$ cat src/rtl/dfd_CL_axi_pkg.sv
// rtl/dfd_CL_axi_pkg.sv - shared AXI widths, beat size and trace-writer FSM states
// Imported by the trace write packer and its beat buffer.
package dfd_CL_axi_pkg;

  localparam int AddrWidth = 52;
  localparam int DataWidth = 512;
  localparam int StrbWidth = DataWidth / 8;
  localparam int BeatBytes = 64;

  typedef enum logic [2:0] {
    ST_IDLE,
    ST_FILL,
    ST_ADDR,
    ST_DATA,
    ST_RESP
  } wr_state_e;

  // Byte-enable mask with the lowest nbytes lanes set.
  function automatic logic [StrbWidth-1:0] strb_for_bytes(input int nbytes);
    logic [StrbWidth-1:0] m;
    m = '0;
    for (int i = 0; i < StrbWidth; i++) begin
      if (i < nbytes) m[i] = 1'b1;
    end
    return m;
  endfunction

endpackage

$ cat src/rtl/dfd_tr_beat_buf.sv
// rtl/dfd_tr_beat_buf.sv - Depth-entry beat FIFO with occupancy count
// Head entry is presented combinationally; caller never pushes when full or pops when empty.
module dfd_tr_beat_buf
  import dfd_CL_axi_pkg::*;
#(
  parameter int Depth = 8,
  parameter int Width = DataWidth
) (
  input  logic                       clk,
  input  logic                       reset_n,
  input  logic                       i_clr,
  input  logic                       i_push,
  input  logic [Width-1:0]           i_data,
  input  logic                       i_pop,
  output logic [Width-1:0]           o_data,
  output logic [$clog2(Depth+1)-1:0] o_count
);

  localparam int PtrW = (Depth > 1) ? $clog2(Depth) : 1;
  localparam int CntW = $clog2(Depth + 1);

  logic [Width-1:0] r_mem [Depth];
  logic [PtrW-1:0]  r_wp;
  logic [PtrW-1:0]  r_rp;
  logic [CntW-1:0]  r_cnt;

  function automatic logic [PtrW-1:0] ptr_inc(input logic [PtrW-1:0] p);
    return (p == PtrW'(Depth - 1)) ? '0 : p + PtrW'(1);
  endfunction

  always_ff @(posedge clk) begin
    if (i_push) r_mem[r_wp] <= i_data;
  end

  always_ff @(posedge clk or negedge reset_n) begin
    if (!reset_n) begin
      r_wp  <= '0;
      r_rp  <= '0;
      r_cnt <= '0;
    end else if (i_clr) begin
      r_wp  <= '0;
      r_rp  <= '0;
      r_cnt <= '0;
    end else begin
      if (i_push) r_wp <= ptr_inc(r_wp);
      if (i_pop)  r_rp <= ptr_inc(r_rp);
      case ({i_push, i_pop})
        2'b10:   r_cnt <= r_cnt + CntW'(1);
        2'b01:   r_cnt <= r_cnt - CntW'(1);
        default: r_cnt <= r_cnt;
      endcase
    end
  end

  assign o_data  = r_mem[r_rp];
  assign o_count = r_cnt;

endmodule

$ cat src/rtl/dfd_tr_axi_wr_packer.sv
// rtl/dfd_tr_axi_wr_packer.sv - packs trace words into 512-bit beats and writes them as AXI bursts
// Writes into a circular buffer [cfg_base, cfg_limit); bursts never cross the limit or a 4KB page.
module dfd_tr_axi_wr_packer
  import dfd_CL_axi_pkg::*;
#(
  parameter int InWidth  = 128,
  parameter int BurstLen = 8,
  parameter int IdWidth  = 9
) (
  input  logic                 clk,
  input  logic                 reset_n,
  input  logic                 cfg_en,
  input  logic [AddrWidth-1:0] cfg_base,
  input  logic [AddrWidth-1:0] cfg_limit,
  input  logic [IdWidth-1:0]   cfg_id,
  input  logic                 tr_valid,
  output logic                 tr_ready,
  input  logic [InWidth-1:0]   tr_data,
  input  logic                 flush,
  output logic                 aw_valid,
  input  logic                 aw_ready,
  output logic [AddrWidth-1:0] aw_addr,
  output logic [7:0]           aw_len,
  output logic [IdWidth-1:0]   aw_id,
  output logic [2:0]           aw_size,
  output logic [1:0]           aw_burst,
  output logic                 w_valid,
  input  logic                 w_ready,
  output logic [DataWidth-1:0] w_data,
  output logic [StrbWidth-1:0] w_strb,
  output logic                 w_last,
  input  logic                 b_valid,
  output logic                 b_ready,
  input  logic [1:0]           b_resp,
  output logic [AddrWidth-1:0] wr_ptr,
  output logic                 wrapped,
  output logic                 bus_err,
  output logic                 idle
);

  localparam int WordsPerBeat = DataWidth / InWidth;
  localparam int WcW          = $clog2(WordsPerBeat + 1);
  localparam int CntW         = $clog2(BurstLen + 1);
  localparam int RbW          = AddrWidth - 6;

  wr_state_e            r_state, w_state_nxt;
  logic [DataWidth-1:0] r_pack, w_pack_nxt;
  logic [WcW-1:0]       r_wcnt, w_wcnt_nxt;
  logic [StrbWidth-1:0] r_tail_strb;
  logic                 r_flush_pend;
  logic [AddrWidth-1:0] r_wr_ptr, w_ptr_adv;
  logic                 r_wrapped, r_bus_err;
  logic [7:0]           r_beats;
  logic [CntW-1:0]      w_count;
  logic [DataWidth-1:0] w_head;
  logic [RbW-1:0]       w_room_beats;
  logic [6:0]           w_room_4k;
  logic [7:0]           w_target, w_count_nxt;
  logic                 w_in_fill, w_acc, w_do_flush, w_beat_full, w_push, w_pop, w_clr;

  // Beats left before cfg_limit and before the next 4KB page, capped at BurstLen.
  assign w_room_beats = cfg_limit[AddrWidth-1:6] - r_wr_ptr[AddrWidth-1:6];
  assign w_room_4k    = 7'd64 - {1'b0, r_wr_ptr[11:6]};

  always_comb begin
    w_target = 8'(BurstLen);
    if (w_room_beats < RbW'(w_target)) w_target = w_room_beats[7:0];
    if ({1'b0, w_room_4k} < w_target) w_target = {1'b0, w_room_4k};
  end

  assign w_in_fill  = (r_state == ST_FILL) && cfg_en;
  assign tr_ready   = w_in_fill && (8'(w_count) < w_target);
  assign w_acc      = tr_valid && tr_ready;
  assign w_wcnt_nxt = r_wcnt + WcW'(w_acc);

  always_comb begin
    w_pack_nxt = r_pack;
    for (int i = 0; i < WordsPerBeat; i++) begin
      if (w_acc && (r_wcnt == WcW'(i))) w_pack_nxt[i*InWidth +: InWidth] = tr_data;
    end
  end

  // A word accepted in the flush cycle counts as buffered and rides in the flushed beat.
  assign w_do_flush  = w_in_fill && (flush || r_flush_pend) &&
                       ((w_count != '0) || (w_wcnt_nxt != '0));
  assign w_beat_full = (w_wcnt_nxt == WcW'(WordsPerBeat));
  assign w_push      = w_in_fill && (w_beat_full || (w_do_flush && (w_wcnt_nxt != '0)));
  assign w_count_nxt = 8'(w_count) + 8'(w_push);
  assign w_pop       = (r_state == ST_DATA) && w_ready;
  assign w_clr       = (r_state == ST_IDLE) || ((r_state == ST_FILL) && !cfg_en);

  dfd_tr_beat_buf #(
    .Depth(BurstLen),
    .Width(DataWidth)
  ) u_beat_buf (
    .clk    (clk),
    .reset_n(reset_n),
    .i_clr  (w_clr),
    .i_push (w_push),
    .i_data (w_pack_nxt),
    .i_pop  (w_pop),
    .o_data (w_head),
    .o_count(w_count)
  );

  always_comb begin
    w_state_nxt = r_state;
    case (r_state)
      ST_IDLE: if (cfg_en) w_state_nxt = ST_FILL;
      ST_FILL: begin
        if (!cfg_en) w_state_nxt = ST_IDLE;
        else if ((w_count_nxt >= w_target) || w_do_flush) w_state_nxt = ST_ADDR;
      end
      ST_ADDR: if (aw_ready) w_state_nxt = ST_DATA;
      ST_DATA: if (w_ready && w_last) w_state_nxt = ST_RESP;
      ST_RESP: if (b_valid) w_state_nxt = cfg_en ? ST_FILL : ST_IDLE;
      default: w_state_nxt = ST_IDLE;
    endcase
  end

  always_ff @(posedge clk or negedge reset_n) begin
    if (!reset_n) r_state <= ST_IDLE;
    else          r_state <= w_state_nxt;
  end

  always_ff @(posedge clk or negedge reset_n) begin
    if (!reset_n) begin
      r_pack      <= '0;
      r_wcnt      <= '0;
      r_tail_strb <= '1;
    end else begin
      if (w_clr || w_push) begin
        r_pack <= '0;
        r_wcnt <= '0;
      end else if (w_acc) begin
        r_pack <= w_pack_nxt;
        r_wcnt <= w_wcnt_nxt;
      end
      if (w_push) r_tail_strb <= strb_for_bytes(int'(w_wcnt_nxt) * (InWidth / 8));
    end
  end

  // Flushes outside FILL are remembered and evaluated on the first FILL cycle.
  always_ff @(posedge clk or negedge reset_n) begin
    if (!reset_n)                           r_flush_pend <= 1'b0;
    else if (!cfg_en || r_state == ST_FILL) r_flush_pend <= 1'b0;
    else if (flush)                         r_flush_pend <= 1'b1;
  end

  assign w_ptr_adv = r_wr_ptr + (AddrWidth'(r_beats) << 6);

  always_ff @(posedge clk or negedge reset_n) begin
    if (!reset_n) begin
      r_wr_ptr  <= '0;
      r_wrapped <= 1'b0;
      r_bus_err <= 1'b0;
      r_beats   <= '0;
    end else begin
      if (r_state == ST_IDLE) r_wr_ptr <= cfg_base;
      if (aw_valid && aw_ready) r_beats <= 8'(w_count);
      if (b_ready && b_valid) begin
        if (w_ptr_adv == cfg_limit) begin
          r_wr_ptr  <= cfg_base;
          r_wrapped <= 1'b1;
        end else begin
          r_wr_ptr <= w_ptr_adv;
        end
        if (b_resp != 2'b00) r_bus_err <= 1'b1;
      end
    end
  end

  assign aw_valid = (r_state == ST_ADDR);
  assign aw_addr  = r_wr_ptr;
  assign aw_len   = 8'(w_count) - 8'd1;
  assign aw_id    = cfg_id;
  assign aw_size  = 3'b110;
  assign aw_burst = 2'b01;
  assign w_valid  = (r_state == ST_DATA);
  assign w_data   = w_head;
  assign w_last   = (r_state == ST_DATA) && (w_count == CntW'(1));
  assign w_strb   = (w_count == CntW'(1)) ? r_tail_strb : '1;
  assign b_ready  = (r_state == ST_RESP);
  assign wr_ptr   = r_wr_ptr;
  assign wrapped  = r_wrapped;
  assign bus_err  = r_bus_err;
  assign idle     = (r_state == ST_IDLE);

endmodule

$ cat config.mk
export PLATFORM = sky130hd
export DESIGN_NAME = dfd_tr_axi_wr_packer
export DESIGN_NICKNAME = d
export VERILOG_FILES = /design/src/rtl/dfd_CL_axi_pkg.sv /design/src/rtl/dfd_tr_beat_buf.sv /design/src/rtl/dfd_tr_axi_wr_packer.sv
export SDC_FILE = /design/constraint.sdc
export NUM_CORES = 2
export LEC_CHECK = 0
export CORE_MARGIN = 2
export CORE_UTILIZATION = 60
export CTS_BUF_LIST = sky130_fd_sc_hd__clkbuf_16
export DETAILED_ROUTE_END_ITERATION = 12
export PLACE_DENSITY = 0.8
export SLEW_MARGIN = 10
export SYNTH_ARGS = -nofsm -noshare
export SYNTH_HDL_FRONTEND = slang
export SYNTH_HIERARCHICAL = 1
export SYNTH_SLANG_ARGS = --single-unit
export TNS_END_PERCENT = 30
$ cat constraint.sdc
create_clock -name clk -period 59.9 [get_ports clk]
set_input_delay 5.99 -clock clk [delete_from_list [all_inputs] [get_ports clk]]
set_output_delay 5.99 -clock clk [all_outputs]
set_load 0.1 [all_outputs]
[Word level (Yosys, flattened, before mapping)]
Memory sizes are Yosys's and may differ from the RTL's.
Cells that the tools add are included.
Word-level totals
  memories: 1
  logic and storage cells: 247
  flip-flop bits (word level): 651
  RAM bits: 4096
  input port bits: 251
Memories
  u_beat_buf.r_mem: words 8, width 512, read ports 1, clocked after Yosys merged registers in 0, write ports 1, RTL line dfd_tr_beat_buf.sv:22  | logic [Width-1:0] r_mem [Depth];
Cells by class
  reduce and logical (&&, ||, !) cells: 39
  $lt $le $gt $ge: 68
  eq/ne operators: 19
  multiplexer cells: 98
  add/sub/neg operators: 10
Operators with widths (count)
  two-way mux 512 bit: 2
  two-way mux 128 bit: 4
  less-than comparator 6 x 7 -> 1 bit, first input constant: 32
  two-way mux 52 bit: 3
  less-than comparator 5 x 7 -> 1 bit, first input constant: 16
  two-way mux 1 bit: 69
  two-way mux 64 bit: 1
  less-than comparator 4 x 7 -> 1 bit, first input constant: 8
  adder 52 x 10 -> 52 bit: 1
  equality test 52 bit: 1
  less-than comparator 46 x 4 -> 1 bit, second input constant: 1
  subtractor 46 bit: 1
  two-way mux 3 bit: 14
  less-than comparator 3 x 7 -> 1 bit, first input constant: 4
  logical AND 1 bit: 17
  two-way mux 8 bit: 2
  case mux 3 bit (5 select lines): 1
  less-than comparator 1 x 7 -> 1 bit, first input constant: 2
  less-than comparator 2 x 7 -> 1 bit, first input constant: 2
  equality test 3 x 2 -> 1 bit, second input constant: 4
  equality test 3 bit, second input constant: 4
  nonzero test 2 bit: 6
  greater-or-equal comparator 5 x 8 -> 1 bit: 1
  less-than comparator 4 x 8 -> 1 bit: 1
  24 further kinds: 37

[Logic depth before layout (Yosys ltp)]
  depth in word-level cells: 21
  depth in mapped cells: 44

[By module]
Netlist, hierarchy kept.
By module, submodules not included
  dfd_tr_beat_buf: area each 153820.0 sq um, times used 1, cells each 5988
  dfd_tr_axi_wr_packer: area each 38045.2 sq um, times used 1, cells each 3898

[Worst setup path before layout]
Ideal clock, no wire load.
  path kind: input to register
  start: input port cfg_limit[6]
  end: memory u_beat_buf/r_mem[0][0] (netlist name) (enable)
  data arrival time: 47600 ps
  path slack: 10285 ps
  buffers on the path: 1
  library setup time: 2014 ps
  cell stages on the path: 35
  cell sequence: inv_1 -> ha_1 -> fa_1 -> nor2b_1 -> o2111ai_1 -> a21oi_1 -> a211oi_1 -> or4_1 -> nor4_1 -> nand4_1 -> nor4_1 -> nand4_1 -> and4b_1 -> ha_1 -> a21oi_1 -> o22ai_1 -> a211o_1 -> or3_1 -> o21ai_0 -> a2bb2oi_1 -> ha_1 -> a21o_1 -> a21oi_1 -> nor3_1 -> a311oi_1 -> a21oi_1 -> a21oi_1 -> ha_1 -> ha_1 -> nor2_1 -> o31ai_1 -> nor2_1 -> clkbuf_1 -> nand2b_1 -> nor3_1
Between the ends
  cells in the longest elaborated chain, start to end: 17
  elaborated cells between the ends (all ways): 18
RTL lines
  start: declaration: RTL line dfd_tr_axi_wr_packer.sv:14  | input logic [AddrWidth-1:0] cfg_limit,
  subtractor 46 bit (*): RTL line dfd_tr_axi_wr_packer.sv:62  | assign w_room_beats = cfg_limit[AddrWidth-1:6] - r_wr_ptr[AddrWidth-1:6];
  less-than comparator 46 x 4 -> 1 bit: RTL line dfd_tr_axi_wr_packer.sv:67  | if (w_room_beats < RbW'(w_target)) w_target = w_room_beats[7:0];
  two-way mux 8 bit (*): RTL line dfd_tr_axi_wr_packer.sv:67
  less-than comparator 7 x 8 -> 1 bit: RTL line dfd_tr_axi_wr_packer.sv:68  | if ({1'b0, w_room_4k} < w_target) w_target = {1'b0, w_room_4k};
  two-way mux 8 bit (*): RTL line dfd_tr_axi_wr_packer.sv:68
  less-than comparator 4 x 8 -> 1 bit (*): RTL line dfd_tr_axi_wr_packer.sv:72  | assign tr_ready = w_in_fill && (8'(w_count) < w_target);
  logical AND 1 bit (*): RTL line dfd_tr_axi_wr_packer.sv:72
  logical AND 1 bit (*): RTL line dfd_tr_axi_wr_packer.sv:73  | assign w_acc = tr_valid && tr_ready;
  [2 not listed]
  logical OR 1 bit: RTL line dfd_tr_axi_wr_packer.sv:85  | ((w_count != '0) || (w_wcnt_nxt != '0));
  logical AND 1 bit: RTL line dfd_tr_axi_wr_packer.sv:84  | assign w_do_flush = w_in_fill && (flush || r_flush_pend) &&
  logical AND 1 bit: RTL line dfd_tr_axi_wr_packer.sv:87  | assign w_push = w_in_fill && (w_beat_full || (w_do_flush && (w_wcnt_nxt != '0)));
  logical OR 1 bit (*): RTL line dfd_tr_axi_wr_packer.sv:87
  logical AND 1 bit (*): RTL line dfd_tr_axi_wr_packer.sv:87
  net w_push: RTL line dfd_tr_axi_wr_packer.sv:59  | logic w_in_fill, w_acc, w_do_flush, w_beat_full, w_push, w_pop, w_clr;
  two-way mux 1 bit (*): RTL line dfd_tr_beat_buf.sv:32  | if (i_push) r_mem[r_wp] <= i_data;
  two-way mux 1 bit (not written as such) (*): RTL line dfd_tr_beat_buf.sv:32
  end: declaration: RTL line dfd_tr_beat_buf.sv:22
The timed path passes the listed nets; every way through them passes the cells marked *.

[Worst setup path in the final report]
  start: input port cfg_limit[6]
  end: output port tr_ready
Between the ends
  cells in the longest elaborated chain, start to end: 7
RTL lines
  subtractor 46 bit (*): RTL line dfd_tr_axi_wr_packer.sv:62
  less-than comparator 46 x 4 -> 1 bit: RTL line dfd_tr_axi_wr_packer.sv:67
  two-way mux 8 bit (*): RTL line dfd_tr_axi_wr_packer.sv:67
  less-than comparator 7 x 8 -> 1 bit: RTL line dfd_tr_axi_wr_packer.sv:68
  two-way mux 8 bit (*): RTL line dfd_tr_axi_wr_packer.sv:68
  less-than comparator 4 x 8 -> 1 bit (*): RTL line dfd_tr_axi_wr_packer.sv:72
  logical AND 1 bit (*): RTL line dfd_tr_axi_wr_packer.sv:72
  end: declaration: RTL line dfd_tr_axi_wr_packer.sv:17  | output logic tr_ready,
Mark *: on every way between the ends. The rest lies on a longest branch, timed or not.

==> run summary <==
Synth area leaders: edfxtp_1, mux4_2, dfrtp_1
GPL Wtd Cong: 0.933
htree depth: 5
unrepaired setup endpoints after global routing: no
post-route design area: 219000 µm²
yosys warns: 6
most frequent cell after synthesis: edfxtp_1
Starting Density: 60.3%
worst hold start: bus_err
# rows: 207
MaxCap Viol Count: 0
final antenna-violating net count: 0
Post-CTS Resized: 0
antenna violations before repair: 36
Clock Skew: 0.101 ns
TritonCTS clock tree: done
Seq/Total Area, Yosys: 71.8%
CP max-delay cell: clkdlybuf4s50_1
Final Cycle Share: 35.0%
initial DRC count: 12126
Worst EP arrival: 14.99 ns
detail-routed net length per standard cell: 31.0 µm
Via density: 6.52
Core ar.: 318000 µm²
Via Count: 100135
Post-synth EDFFs: 4096
buffers plus inverters on the worst setup path: 3
headroom to the max-slew limit: 12.8%
top_reg_cell synth: edfxtp_1
Worst Path Max Fanout: 5
CTS Buf Count: 448
# IOs: 961
Final setup violation count: 0
syn avg cell area: 19.4 µm²
CP peak stage delay: 1.21 ns
layout cell share with drive strength beyond 1: 25.0%
IO buf count: 937
all-layer global routing usage: 29.2%
Root Buffer: clkbuf_16
area leader, netlist: edfxtp_1
FF+latch count, synth: 4687
fmax: 47.7 MHz
CTS clk-pin slew, worst paths: 0.06 ns
post-route insts no fill: 15360
Cell variety after synth: 96
full die area: 324000 µm²
Most Frequent Cell on Critical Path: a21oi_1
cell count after synthesis: 9886
WP data required: 53.91 ns
critical path type: in2out
final core utilization: 69.0%
Design Power: 9.85 mW
final critical-path required period: 20.98 ns
Nets: 11092
total congestion overflow: 0
cell family contributing the most delay on the critical path: simple AND/OR/NAND/NOR gates
Hold Buf Count CTS: 0
Post-route DRC: 0
DPL Wire Length: 276000 µm
final slew viol count: 0
Crit Reg-Reg Startpoint: aw_addr[10]
vias in the first global route: 104124
Async SR Flop Fraction: 12.6%
startpoint types: primary input
Post-CTS Setup Bufs: 0
DRT Pass-1 Iters: 7
Post-synth top cells: edfxtp_1, mux4_2, mux2_2
final WL: 477000 µm
die height: 569 µm
TNS Setup: 0 ns
first-pass GRT wire length: 697000 µm
fillcell total: 18955
status: completed
CP Launch Point: cfg_limit[6]
CTS max path bufs: 4
Clock Sinks: 4687
Hold WC Path Type: reg2reg
insertion delay to the later sink of the worst-skew pair: 1.00 ns
pwr dens: 44.9 nW/µm²
largest net degree at the start of global routing: 175
Worst VDD drop: 108 µV
die width: 569 µm
Placed Cells: 14495
area of the mapped netlist: 192000 µm²
Lkg Pwr: 77.1 nW
Area growth syn-to-layout: 14.4%
final hold vios: 0
DP Area: 205000 µm²
worst-margin pin slew: 1.30 ns
share of the synthesized area in the top cell type: 64.1%
Worst Setup End Kind: primary output
layout make-up:
class	instances	area, µm²	share of cell area (%)
tap	4180	5230	2.38
timing repair buffer	1097	10800	4.93
antenna	17	42.5	0.0194
inverter	81	304	0.139
clock inverter	399	3610	1.64
clock buffer	449	11200	5.12
sequential	4687	138000	62.8
multi-input combinational	4450	50400	23.0
worst reg2reg max path: cells and delay by family (launching register included):
family / cells / cell delay, ns
compound gates: 15 / 3.48
buf+inv: 6 / 3.86
flops: 1 / 0.70
fa+ha+maj: 5 / 1.69
simple gates: 12 / 4.12
path summary, 6_finish.rpt:
kind | slack (ns) | cells after the start | endpoint
worst max-delay path | 38.92 | 30 | tr_ready
worst min-delay path | 0.47 | 1 | bus_err
worst max register to register | 45.56 | 38 | u_beat_buf/r_mem[2][89]
worst min register to register | 0.47 | 1 | bus_err
max in group asynchronous | 50.35 | 6 | r_pack[493]
min in group asynchronous | 5.11 | 1 | r_pack[181]
logic make-up after synthesis:
| logic type | share of synthesized area, % |
|---|---|
| flops | 71.8 |
| mux | 21.0 |
| simple gates | 2.77 |
| buf+inv | 1.97 |
| compound gates | 1.48 |
| xor+xnor | 0.485 |
| fa+ha+maj | 0.509 |
| other cells | 0.00391 |
stage by stage:
stage	worst slack (ns)	hold WS (ns)
3_3_place_gp	39.05	0.453
2_1_floorplan	10.29	0.468
5_1_grt	38.30	0.496
4_1_cts	39.07	0.476
6_report	38.92	0.468
3_5_place_dp	39.11	0.456
routing by layer:
layer / wire (µm) / global-route usage [%]
met5: 171 / 0
met4: 18500 / 10.6
met3: 41000 / 5.55
met2: 235000 / 47.6
met1: 182000 / 39.7
flip-flops by register name (all words and copies together) (netlist names):
| signal | flops |
|---|---|
| aw_addr | 52 |
| bus_err | 1 |
| r_beats | 4 |
| r_flush_pend | 1 |
| r_pack | 512 |
| r_state | 3 |
| r_tail_strb | 4 |
| r_wcnt | 3 |
| u_beat_buf/o_count | 4 |
| u_beat_buf/r_mem | 4096 |
| u_beat_buf/r_rp | 3 |
| u_beat_buf/r_wp | 3 |
| wrapped | 1 |
cell usage in the layout, fill, tap and decap left out, types with 40 or more instances in the layout:
master	instances
o21ai_0	125
clkbuf_16	449
dfrtp_1	584
nand3_1	48
xor2_1	40
mux2_1	112
a21oi_1	121
xnor2_1	61
clkinv_1	99
nor2_1	96
clkinv_2	82
clkdlybuf4s50_1	932
mux2i_1	555
mux2_2	918
nand2_1	780
ha_1	74
nand4_1	40
mux4_2	1024
buf_4	140
bufinv_16	50
nor3_1	66
inv_1	194
edfxtp_1	4096
power breakdown:
part	switching (mW)	leakage, nW	internal, mW	total, mW
registers	0.0817	46.8	3.64	3.72
clock network	1.23	7.63	1.59	2.82
logic	2.41	22.7	0.905	3.31
total	3.72	77.1	6.13	9.85
(Power assumes the default switching activity.)
